**src/rtl/int_issue_sequencer.sv**
```systemverilog
// rtl/int_issue_sequencer.sv - integer op issue sequencer driving a combinational ALU from an 8x32 register file
//
// Purpose: accepts one integer op at a time, reads operands from the internal
// register file, drives registered operands/function to the ALU, waits a fixed
// settle latency, captures the result and writes it back.
//
// Ports:
//   clk, rst_n                 clock, asynchronous active-low reset
//   req_valid/req_ready        request handshake (ready only in IDLE)
//   req_op/rd/rs1/rs2/use_c    request fields
//   alu_a/alu_b/alu_ci/alu_f   registered ALU inputs
//   alu_s/alu_co               ALU result and carry-out
//   resp_valid/data/err        one-cycle completion pulse with result/error
//   cflag                      carry flag
//   dbg_addr/dbg_data          combinational register-file read port
module int_issue_sequencer #(
    parameter int unsigned ALU_LAT    = 1,
    parameter int unsigned MULDIV_LAT = 4
) (
    input  logic        clk,
    input  logic        rst_n,
    input  logic        req_valid,
    output logic        req_ready,
    input  logic [4:0]  req_op,
    input  logic [2:0]  req_rd,
    input  logic [2:0]  req_rs1,
    input  logic [2:0]  req_rs2,
    input  logic        req_use_c,
    output logic [31:0] alu_a,
    output logic [31:0] alu_b,
    output logic        alu_ci,
    output logic [4:0]  alu_f,
    input  logic [31:0] alu_s,
    input  logic        alu_co,
    output logic        resp_valid,
    output logic [31:0] resp_data,
    output logic        resp_err,
    output logic        cflag,
    input  logic [2:0]  dbg_addr,
    output logic [31:0] dbg_data
);

    typedef enum logic [1:0] {
        IDLE = 2'd0,
        EXEC = 2'd1,
        WB   = 2'd2
    } state_t;

    localparam logic [4:0]  OP_NOOP = 5'd0;
    localparam logic [4:0]  OP_ADD  = 5'd1;
    localparam logic [4:0]  OP_SUB  = 5'd2;
    localparam logic [4:0]  OP_MUL  = 5'd3;
    localparam logic [4:0]  OP_DIV  = 5'd4;
    localparam logic [4:0]  OP_MOD  = 5'd5;
    localparam logic [4:0]  OP_INC  = 5'd18;
    localparam logic [4:0]  OP_DEC  = 5'd19;
    localparam logic [4:0]  OP_CFL  = 5'd20;
    localparam logic [4:0]  OP_MAX  = 5'd22;

    localparam logic [15:0] ALU_CNT    = 16'(ALU_LAT - 1);
    localparam logic [15:0] MULDIV_CNT = 16'(MULDIV_LAT - 1);

    state_t      state_q, state_d;
    logic [31:0] rf_q [8];
    logic [31:0] rf_d [8];
    logic        cflag_q, cflag_d;
    logic [31:0] alu_a_q, alu_a_d;
    logic [31:0] alu_b_q, alu_b_d;
    logic        alu_ci_q, alu_ci_d;
    logic [4:0]  alu_f_q, alu_f_d;
    logic        resp_valid_q, resp_valid_d;
    logic [31:0] resp_data_q, resp_data_d;
    logic        resp_err_q, resp_err_d;
    logic [15:0] cnt_q, cnt_d;
    logic [2:0]  rd_q, rd_d;
    logic [4:0]  op_q, op_d;

    logic        req_incdec;
    logic        req_muldiv;
    logic        req_div0;
    logic [4:0]  req_f;
    logic        cflag_upd;

    always_comb begin
        req_incdec = (req_op == OP_INC) || (req_op == OP_DEC);
        req_muldiv = (req_op == OP_MUL) || (req_op == OP_DIV) || (req_op == OP_MOD);
        req_div0   = ((req_op == OP_DIV) || (req_op == OP_MOD)) && (rf_q[req_rs2] == 32'd0);
        // INC/DEC reuse the ADD/SUB datapath with an implicit operand of 1
        if (req_op == OP_INC) begin
            req_f = OP_ADD;
        end else if (req_op == OP_DEC) begin
            req_f = OP_SUB;
        end else begin
            req_f = req_op;
        end
        // Only true ADD/SUB (not INC/DEC) and op 20 produce a carry worth keeping
        cflag_upd = (((alu_f_q == OP_ADD) || (alu_f_q == OP_SUB))
                     && (op_q != OP_INC) && (op_q != OP_DEC))
                    || (op_q == OP_CFL);
    end

    always_comb begin
        state_d      = state_q;
        rf_d         = rf_q;
        cflag_d      = cflag_q;
        alu_a_d      = alu_a_q;
        alu_b_d      = alu_b_q;
        alu_ci_d     = alu_ci_q;
        alu_f_d      = alu_f_q;
        resp_valid_d = 1'b0;
        resp_data_d  = resp_data_q;
        resp_err_d   = resp_err_q;
        cnt_d        = cnt_q;
        rd_d         = rd_q;
        op_d         = op_q;

        case (state_q)
            IDLE: begin
                if (req_valid) begin
                    rd_d = req_rd;
                    op_d = req_op;
                    if (req_op == OP_NOOP) begin
                        state_d      = WB;
                        resp_valid_d = 1'b1;
                        resp_err_d   = 1'b0;
                        resp_data_d  = 32'd0;
                    end else if ((req_op > OP_MAX) || req_div0) begin
                        state_d      = WB;
                        resp_valid_d = 1'b1;
                        resp_err_d   = 1'b1;
                        resp_data_d  = 32'd0;
                    end else begin
                        state_d  = EXEC;
                        alu_a_d  = rf_q[req_rs1];
                        alu_b_d  = req_incdec ? 32'd1 : rf_q[req_rs2];
                        alu_f_d  = req_f;
                        alu_ci_d = ((req_f == OP_ADD) || (req_f == OP_SUB))
                                   && req_use_c && !req_incdec && cflag_q;
                        cnt_d    = req_muldiv ? MULDIV_CNT : ALU_CNT;
                    end
                end
            end
            EXEC: begin
                if (cnt_q == 16'd0) begin
                    state_d      = WB;
                    resp_valid_d = 1'b1;
                    resp_err_d   = 1'b0;
                    resp_data_d  = alu_s;
                    if (cflag_upd) begin
                        cflag_d = alu_co;
                    end
                end else begin
                    cnt_d = cnt_q - 16'd1;
                end
            end
            WB: begin
                state_d = IDLE;
                alu_f_d = 5'd0;
                if (!resp_err_q && (op_q != OP_NOOP)) begin
                    rf_d[rd_q] = resp_data_q;
                end
            end
            default: begin
                state_d = IDLE;
            end
        endcase
    end

    always_ff @(posedge clk or negedge rst_n) begin
        if (!rst_n) begin
            state_q      <= IDLE;
            for (int i = 0; i < 8; i++) begin
                rf_q[i] <= 32'd0;
            end
            cflag_q      <= 1'b0;
            alu_a_q      <= 32'd0;
            alu_b_q      <= 32'd0;
            alu_ci_q     <= 1'b0;
            alu_f_q      <= 5'd0;
            resp_valid_q <= 1'b0;
            resp_data_q  <= 32'd0;
            resp_err_q   <= 1'b0;
            cnt_q        <= 16'd0;
            rd_q         <= 3'd0;
            op_q         <= 5'd0;
        end else begin
            state_q      <= state_d;
            rf_q         <= rf_d;
            cflag_q      <= cflag_d;
            alu_a_q      <= alu_a_d;
            alu_b_q      <= alu_b_d;
            alu_ci_q     <= alu_ci_d;
            alu_f_q      <= alu_f_d;
            resp_valid_q <= resp_valid_d;
            resp_data_q  <= resp_data_d;
            resp_err_q   <= resp_err_d;
            cnt_q        <= cnt_d;
            rd_q         <= rd_d;
            op_q         <= op_d;
        end
    end

    assign req_ready  = (state_q == IDLE);
    assign alu_a      = alu_a_q;
    assign alu_b      = alu_b_q;
    assign alu_ci     = alu_ci_q;
    assign alu_f      = alu_f_q;
    assign resp_valid = resp_valid_q;
    assign resp_data  = resp_data_q;
    assign resp_err   = resp_err_q;
    assign cflag      = cflag_q;
    assign dbg_data   = rf_q[dbg_addr];

endmodule

```
**config.mk**
```make
export PLATFORM = sky130hd
export DESIGN_NAME = int_issue_sequencer
export DESIGN_NICKNAME = d
export VERILOG_FILES = /design/src/rtl/int_issue_sequencer.sv
export SDC_FILE = /design/constraint.sdc
export NUM_CORES = 1
export LEC_CHECK = 0
export ABC_AREA = 1
export CAP_MARGIN = 40
export CORE_MARGIN = 2
export CORE_UTILIZATION = 50
export DETAILED_ROUTE_END_ITERATION = 6
export PLACE_DENSITY = 0.71
export SLEW_MARGIN = 20
export SYNTH_ARGS = -nofsm -noshare
export SYNTH_HDL_FRONTEND = slang
export SYNTH_SLANG_ARGS = --single-unit
```
**constraint.sdc**
```tcl
create_clock -name clk -period 2.85 [get_ports clk]
set_input_delay 0.57 -clock clk [delete_from_list [all_inputs] [get_ports clk]]
set_output_delay 0.57 -clock clk [all_outputs]
set_load 0.005 [all_outputs]
```
==> key figures, run 1 <==
Finish
  – Final Cell Area: 26600 sq um
  – Layout cells sized above 1: 8.50%
  – # nets final: 3238
  – Final design utilization: 62.1%
  – Area Growth Syn to Fin: 22.9%
  – Fin cells: 3795
  – Layout fillers: 3821
  – Antenna Diode Count: 0

Synth
  – Mapped Cells: 3002
  – Primary flip-flop cell chosen by synthesis mapping: dfrtp_1
  – Synth warn: 0
  – Post-synth ARST share: 100%
  – Largest family of logic cells by synthesized area: simple AND/OR/NAND/NOR gates
  – Simple-gate portion of the synthesized area: 23.6%
  – Area leader, netlist: dfrtp_1
  – Synth Area in Compound Gates: 22.0%
  – Count leader, synth: nand2_1
  – Syn Nets: 3057
  – Syn_area_per_cell: 7.22 sq um
  – Post-synthesis sequential area ratio: 44.7%
  – Largest cells by area after synthesis: dfrtp_1, nand2_1, o21ai_0
  – Share of the synthesized area in the top cell type: 44.7%
  – Synthesized flop and latch total: 387
  – Mux contribution to synthesized area: 0%
  – Mapped cell area: 21700 sq um
  – Commonest cells in the netlist: nand2_1, o21ai_0, dfrtp_1, inv_1, nor2_1
  – Post-synth cell types: 32
  – EDFF count, synth: 0
  – Post-synthesis adder-cell area fraction: 0.0577%
  – XOR/XNOR share of the synthesized area: 0.566%

Drt
  – Drt drc: 0
  – Wire length on met3: 6930 um
  – Vias per cell: 5.85
  – DR top layer: met5
  – Vias: 22200
  – Avg WL per Cell: 19.5 um
  – Met2 wire len: 32200 um
  – First DRT Iteration DRCs: 2598
  – Metal-1 WL: 31600 um
  – DR pass1 iterations: 6
  – Wirelength, routed: 73900 um
  – Post-route ant nets: 0

Worst hold path
  – Startpoint of the worst hold path: rf_q[103]
  – WHS Path Cells: 2
  – WHS Endpoint: rf_q[103]
  – HP Class: reg -> reg

Worst setup path
  – Worst EP arrival: 2.25 ns
  – CP Launch Point: dbg_addr[0]
  – Register-to-register setup slack: 0.34 ns
  – Critical path class: in -> out
  – Reg2Reg Depth: 16
  – Worst Path Max Fanout: 38
  – Crit end category: output pin
  – R2r startpoint: rf_q[151]
  – CP Launch Type: input port
  – CP Data Required Time: 2.28 ns
  – R2r endpoint: resp_data[18]

Pwr
  – Power density cells: 790 nW/um^2
  – Total power: 21.0 mW
  – VDD IR max: 0.479 mV
  – Leakage: 12.0 nW

Place
  – Cells after DPL: 3722
  – HPWL after detailed placement: 48700 um
  – IO Port Bufs: 191
  – GPL Wtd Cong: 0.950
  – DP Area: 25100 sq um
  – Pre-CTS WS: -0.350 ns

Die
  – Die H: 212 um
  – Die ar.: 45000 sq um
  – Die Wd: 212 um
  – Total core area: 42900 sq um
  – IO Count: 192
  – Starting Density: 50.5%
  – # rows: 76

Global route
  – Vias in the first global route: 21000
  – First-pass GRT wire length: 117000 um
  – Initial antenna violation count: 2
  – Final global-route overflow total: 0
  – Total GRT Usage: 33.2%
  – Pin count of the biggest net entering global routing: 84

CTS
  – Post-CTS setup repair buffer count: 0
  – Clock Sink Count: 387
  – CTS tree: done
  – Worst-path clk slew: 0.06 ns
  – Root Driver: clkbuf_16
  – Clk Latency, worst-skew pair: 0.59 ns
  – CTS Buf Count: 42
  – H-tree Lvls: 2
  – Max Root-Sink Buffers: 3

STA
  – Fin crit period: 2.82 ns
  – FMAX: 355 MHz
  – # setup viols final: 0
  – Final worst path period share: 98.8%
  – Fin. max-slew vios: 0
  – RSZ-0062 raised after global routing: true
  – Final-report hold violation count: 0
  – Fin worst setup slack: 0.0348 ns
  – Clk_skew: 0.0184 ns
  – Max transition margin: 43.2%
  – Actual slew at the worst max-slew pin: 0.852 ns

Status
  – Status: finished clean

Job
  – Maxcap violations: 0
[stage by stage]
| stage | hold WS (ns) | setup TNS (ns) |
|---|---|---|
| final | 0.485 | 0 |
| after global routing | 0.499 | -0.153 |
| after CTS | 0.488 | 0 |
| after detailed placement | 0.473 | -26.25 |
| after global placement | 0.467 | -30.23 |
| after floorplan | 0.274 | 0 |
[cell type report]
cell class	instances	area [sq um]	share of cell area [%]
multi-input combinational	2124	10100	37.8
inverter	262	985	3.70
timing repair buffer	366	3740	14.1
clock buffer	60	1280	4.82
clock inverter	11	136	0.512
sequential	387	9680	36.4
tap	585	732	2.75
[logic make-up after synthesis]
kind of cell | Yosys count
AND/OR/NAND/NOR | 1253
AO/OA/AOI/OAI | 856
buffers and inverters | 491
flip-flops | 387
XOR/XNOR | 14
adder cells (fa/ha/maj) | 1
[what timing repair did]
action                                 in CTS  in global routing
setup endpoints to repair                  13                 16
hold buffers                                1                  0
cloned                                      1                  0
endpoints found under the hold margin      47                  0
resized for setup                          10                  9
pin swaps                                   0                  2
[critical path, stage by stage]
cell and delay (ns):
buf_4 0.17, inv_2 0.14, buf_12 0.23, nand2_1 0.07
o21ai_0 0.11, a221oi_1 0.11, a31oi_1 0.26, clkdlybuf4s50_1 0.56
[power breakdown]
group | total (mW) | leakage, nW | switching, mW | internal [mW]
logic | 7.16 | 6.03 | 4.09 | 3.07
clock network | 5.68 | 0.703 | 2.29 | 3.38
registers | 8.21 | 5.29 | 1.27 | 6.94
[worst max-delay path by stage]
stage	endpoint	slack (ns)	depth (start not counted)
floorplan	dbg_data[1]	0.46	8
global placement	resp_data[19]	-0.35	15
finish	dbg_data[6]	0.03	8
detailed placement	resp_data[18]	-0.35	15
global route	dbg_data[1]	-0.06	8
CTS	dbg_data[6]	0.03	8
[routing by layer]
layer	GRT usage (%)	up-vias
li1	-	10400
met4	16.2	2
met3	5.51	187
met2	49.8	1177
met1	46.9	10500
met5	0	-
[state kept, by name, indices dropped and copies added (netlist names)]
signal,count
op_q,5
resp_err,1
alu_a,32
rf_q,256
rd_q,3
cflag,1
resp_data,32
resp_valid,1
alu_b,32
alu_ci,1
state_q,2
alu_f,5
cnt_q,16
[cell usage in the layout, fill, tap and decap left out, types with 3 or more instances in the layout]
cell type and n:
dlygate4sd2_1 5, clkinv_2 7, nand4_2 8, nand3_1 141, a21oi_1 135, o21ai_1 33, nor4_1 5, nand4_1 39
a31oi_2 4, clkbuf_16 45, buf_4 136, dfrtp_1 387, inv_2 7, xor2_1 9, xnor2_1 5, o22ai_1 3
a221oi_1 18, clkbuf_1 5, nor3_1 36, o211ai_1 88, dlymetal6s2s_1 5, nor2_1 169, buf_12 40, clkbuf_8 10
bufinv_16 3, a211oi_1 20, clkdlybuf4s50_1 173, o21ai_0 481, o31ai_1 15, a31oi_1 46, nand2_1 850, buf_2 3
inv_1 254, o311ai_0 12
Power figures use the tool's default switching activity.
==> run 2: changes to the inputs <==
- CTS_BUF_LIST: not set -> sky130_fd_sc_hd__clkbuf_4 sky130_fd_sc_hd__clkbuf_8 sky130_fd_sc_hd__clkbuf_16
==> run 2 against run 1 <==
Cell count unchanged. Combinational power about the same. Register-to-register slack about the same. Non-clock buffer count stayed put. Routed wire length about the same. Sequential share of layout area is essentially flat. Critical path depth grew 1. Hold slack barely moved. Critical endpoint is now dbg_data[12]. Critical path type unchanged. Fmax grew 0.32%. Core utilization about the same.
==> key figures, run 2 (same netlist as run 1, synthesis figures left out) <==
Pwr
  – Power density cells: 792 nW/um^2
  – VDD IR max: 0.511 mV
  – Leakage: 12.0 nW
  – Switching Fraction: 36.3%
  – Clock power frac: 27.2%
  – Net Sw Power: 7.67 mW
  – Total power: 21.1 mW
  – Comb pwr share: 33.9%
  – Internal power: 13.4 mW
  – Flop pwr share: 38.9%

CTS
  – Clock Sink Count: 387
  – Clk Latency, worst-skew pair: 0.59 ns
  – Root Driver: clkbuf_16
  – CTS Buf Count: 42
  – CTS tree: done
  – Post-CTS setup repair buffer count: 0
  – Worst-path clk slew: 0.06 ns
  – H-tree Lvls: 2
  – Max Root-Sink Buffers: 3

Die
  – # rows: 76
  – Die H: 212 um
  – Total core area: 42900 sq um
  – IO Count: 192
  – Die Wd: 212 um
  – Starting Density: 50.5%
  – Die ar.: 45000 sq um

Finish
  – Max reg flops: 256
  – # nets final: 3238
  – Antenna Diode Count: 0
  – Final Cell Area: 26700 sq um
  – Commonest non-fill, non-tap cell in the layout: nand2_1
  – Largest Register: rf_q
  – Commonest non-fill, non-tap cells in the layout: nand2_1, o21ai_0, dfrtp_1
  – Layout cells sized above 1: 8.66%
  – Area Growth Syn to Fin: 23.0%
  – Fin cells: 3795

Worst setup path
  – Worst Path Buf+Inv: 5
  – Instance count on the critical path: 9
  – CP max stage delay: 0.49 ns
  – Crit path cell chain: buf_4 > buf_12 > buf_12 > nand2_1 > o21ai_1 > a221oi_1 > a31oi_2 > buf_4 > clkdlybuf4s50_1
  – R2r startpoint: rf_q[151]
  – Critical path class: in -> out
  – Register-to-register setup slack: 0.35 ns
  – CP Launch Point: dbg_addr[0]
  – CP max stage cell: clkdlybuf4s50_1
  – Reg2Reg Depth: 16
  – R2r endpoint: resp_data[18]
  – Crit end category: output pin
  – Worst EP arrival: 2.24 ns
  – Worst Path Max Fanout: 21
  – CP Data Required Time: 2.28 ns
  – Crit path to: dbg_data[12]
  – Worst path top cell family by delay: buffers and inverters
  – CP Launch Type: input port

Worst hold path
  – Startpoint of the worst hold path: rf_q[34]
  – HP Class: reg -> reg

STA
  – Fin. max-slew vios: 0
  – Setup TNS: 0 ns
  – Max transition margin: 42.2%
  – Final worst path period share: 98.5%
  – Fin crit period: 2.81 ns
  – FMAX: 356 MHz
  – # setup viols final: 0
  – Fin worst setup slack: 0.0440 ns
  – RSZ-0062 raised after global routing: true
  – Actual slew at the worst max-slew pin: 0.867 ns
  – Final-report hold violation count: 0
  – Clk_skew: 0.0190 ns

Global route
  – Total GRT Usage: 33.2%
  – Pin count of the biggest net entering global routing: 84
  – Vias in the first global route: 21000
  – Final global-route overflow total: 0
  – First-pass GRT wire length: 117000 um
  – Initial antenna violation count: 2

Place
  – Pre-CTS WS: -0.350 ns
  – HPWL after detailed placement: 48700 um
  – DP Area: 25100 sq um
  – GPL Wtd Cong: 0.950
  – IO Port Bufs: 191
  – Cells after DPL: 3722

Drt
  – DR pass1 iterations: 7
  – Avg WL per Cell: 19.5 um
  – First DRT Iteration DRCs: 2567
  – Wirelength, routed: 74000 um
  – Drt drc: 0
  – Vias: 22300
  – Post-route ant nets: 0
  – Vias per cell: 5.86

Job
  – Maxcap violations: 0

Status
  – Status: finished clean
==> run 2: cell counts in the layout (fill, tap and decap cells not counted) <==
No cell type changed its count.
==> run 2: cell type report <==
class	count	area (sq um)
tap	585	732
multi-input combinational	2124	10100
timing repair buffer	366	3740
clock inverter	11	136
fill	3819	16200
sequential	387	9680
inverter	262	985
clock buffer	60	1300
==> run 2: metrics by stage <==
| step | hold slack, ns | util (%) |
|---|---|---|
| global placement | 0.467 | 58.6 |
| global route | 0.499 | 62.1 |
| finish | 0.485 | 62.1 |
| CTS | 0.488 | 62.1 |
| floorplan | 0.274 | - |
| detailed placement | 0.473 | 58.6 |
==> run 2: worst min-delay path, delay by kind of cell (launching register included) <==
kind,cells,cell delay (ns)
flops,1,0.34
compound gates,1,0.06
simple gates,1,0.05
==> run 2: power by group through the flow <==
stage               Combinational [mW]  Sequential, mW  Clock, mW
finish                            7.16            8.22       5.73
global route                      8.03            8.39       6.03
CTS                               7.14            8.19       5.82
detailed placement                7.09            8.27          0
global placement                  6.91            8.21          0
floorplan                         3.77            7.94          0
==> run 2: per-layer routing <==
| layer | up-vias | global-route usage (%) | part of all wire, % |
|---|---|---|---|
| li1 | 10400 | - | - |
| met1 | 10500 | 46.9 | 42 |
| met2 | 1189 | 49.7 | 44 |
| met3 | 201 | 5.51 | 9.5 |
| met4 | 2 | 16.3 | 4.5 |
| met5 | - | 0 | 0.011 |
==> run 2: how the worst min path moves through the flow <==
stage                           end  slack (ns)  cells past startpoint
after global routing       rf_q[63]        0.50                      2
after CTS                  rf_q[34]        0.49                      2
final                      rf_q[34]        0.48                      2
after floorplan            alu_a[0]        0.27                      0
after global placement    rf_q[116]        0.47                      2
after detailed placement   rf_q[34]        0.47                      2
==> run 2: timing repair <==
| item | CTS | global route |
|---|---|---|
| hold buffers | 1 | 0 |
| endpoints found under the setup margin | 13 | 16 |
| pin swaps | 0 | 2 |
| cloned | 1 | 0 |
| gates resized for setup | 10 | 9 |
| endpoints found under the hold margin | 47 | 0 |
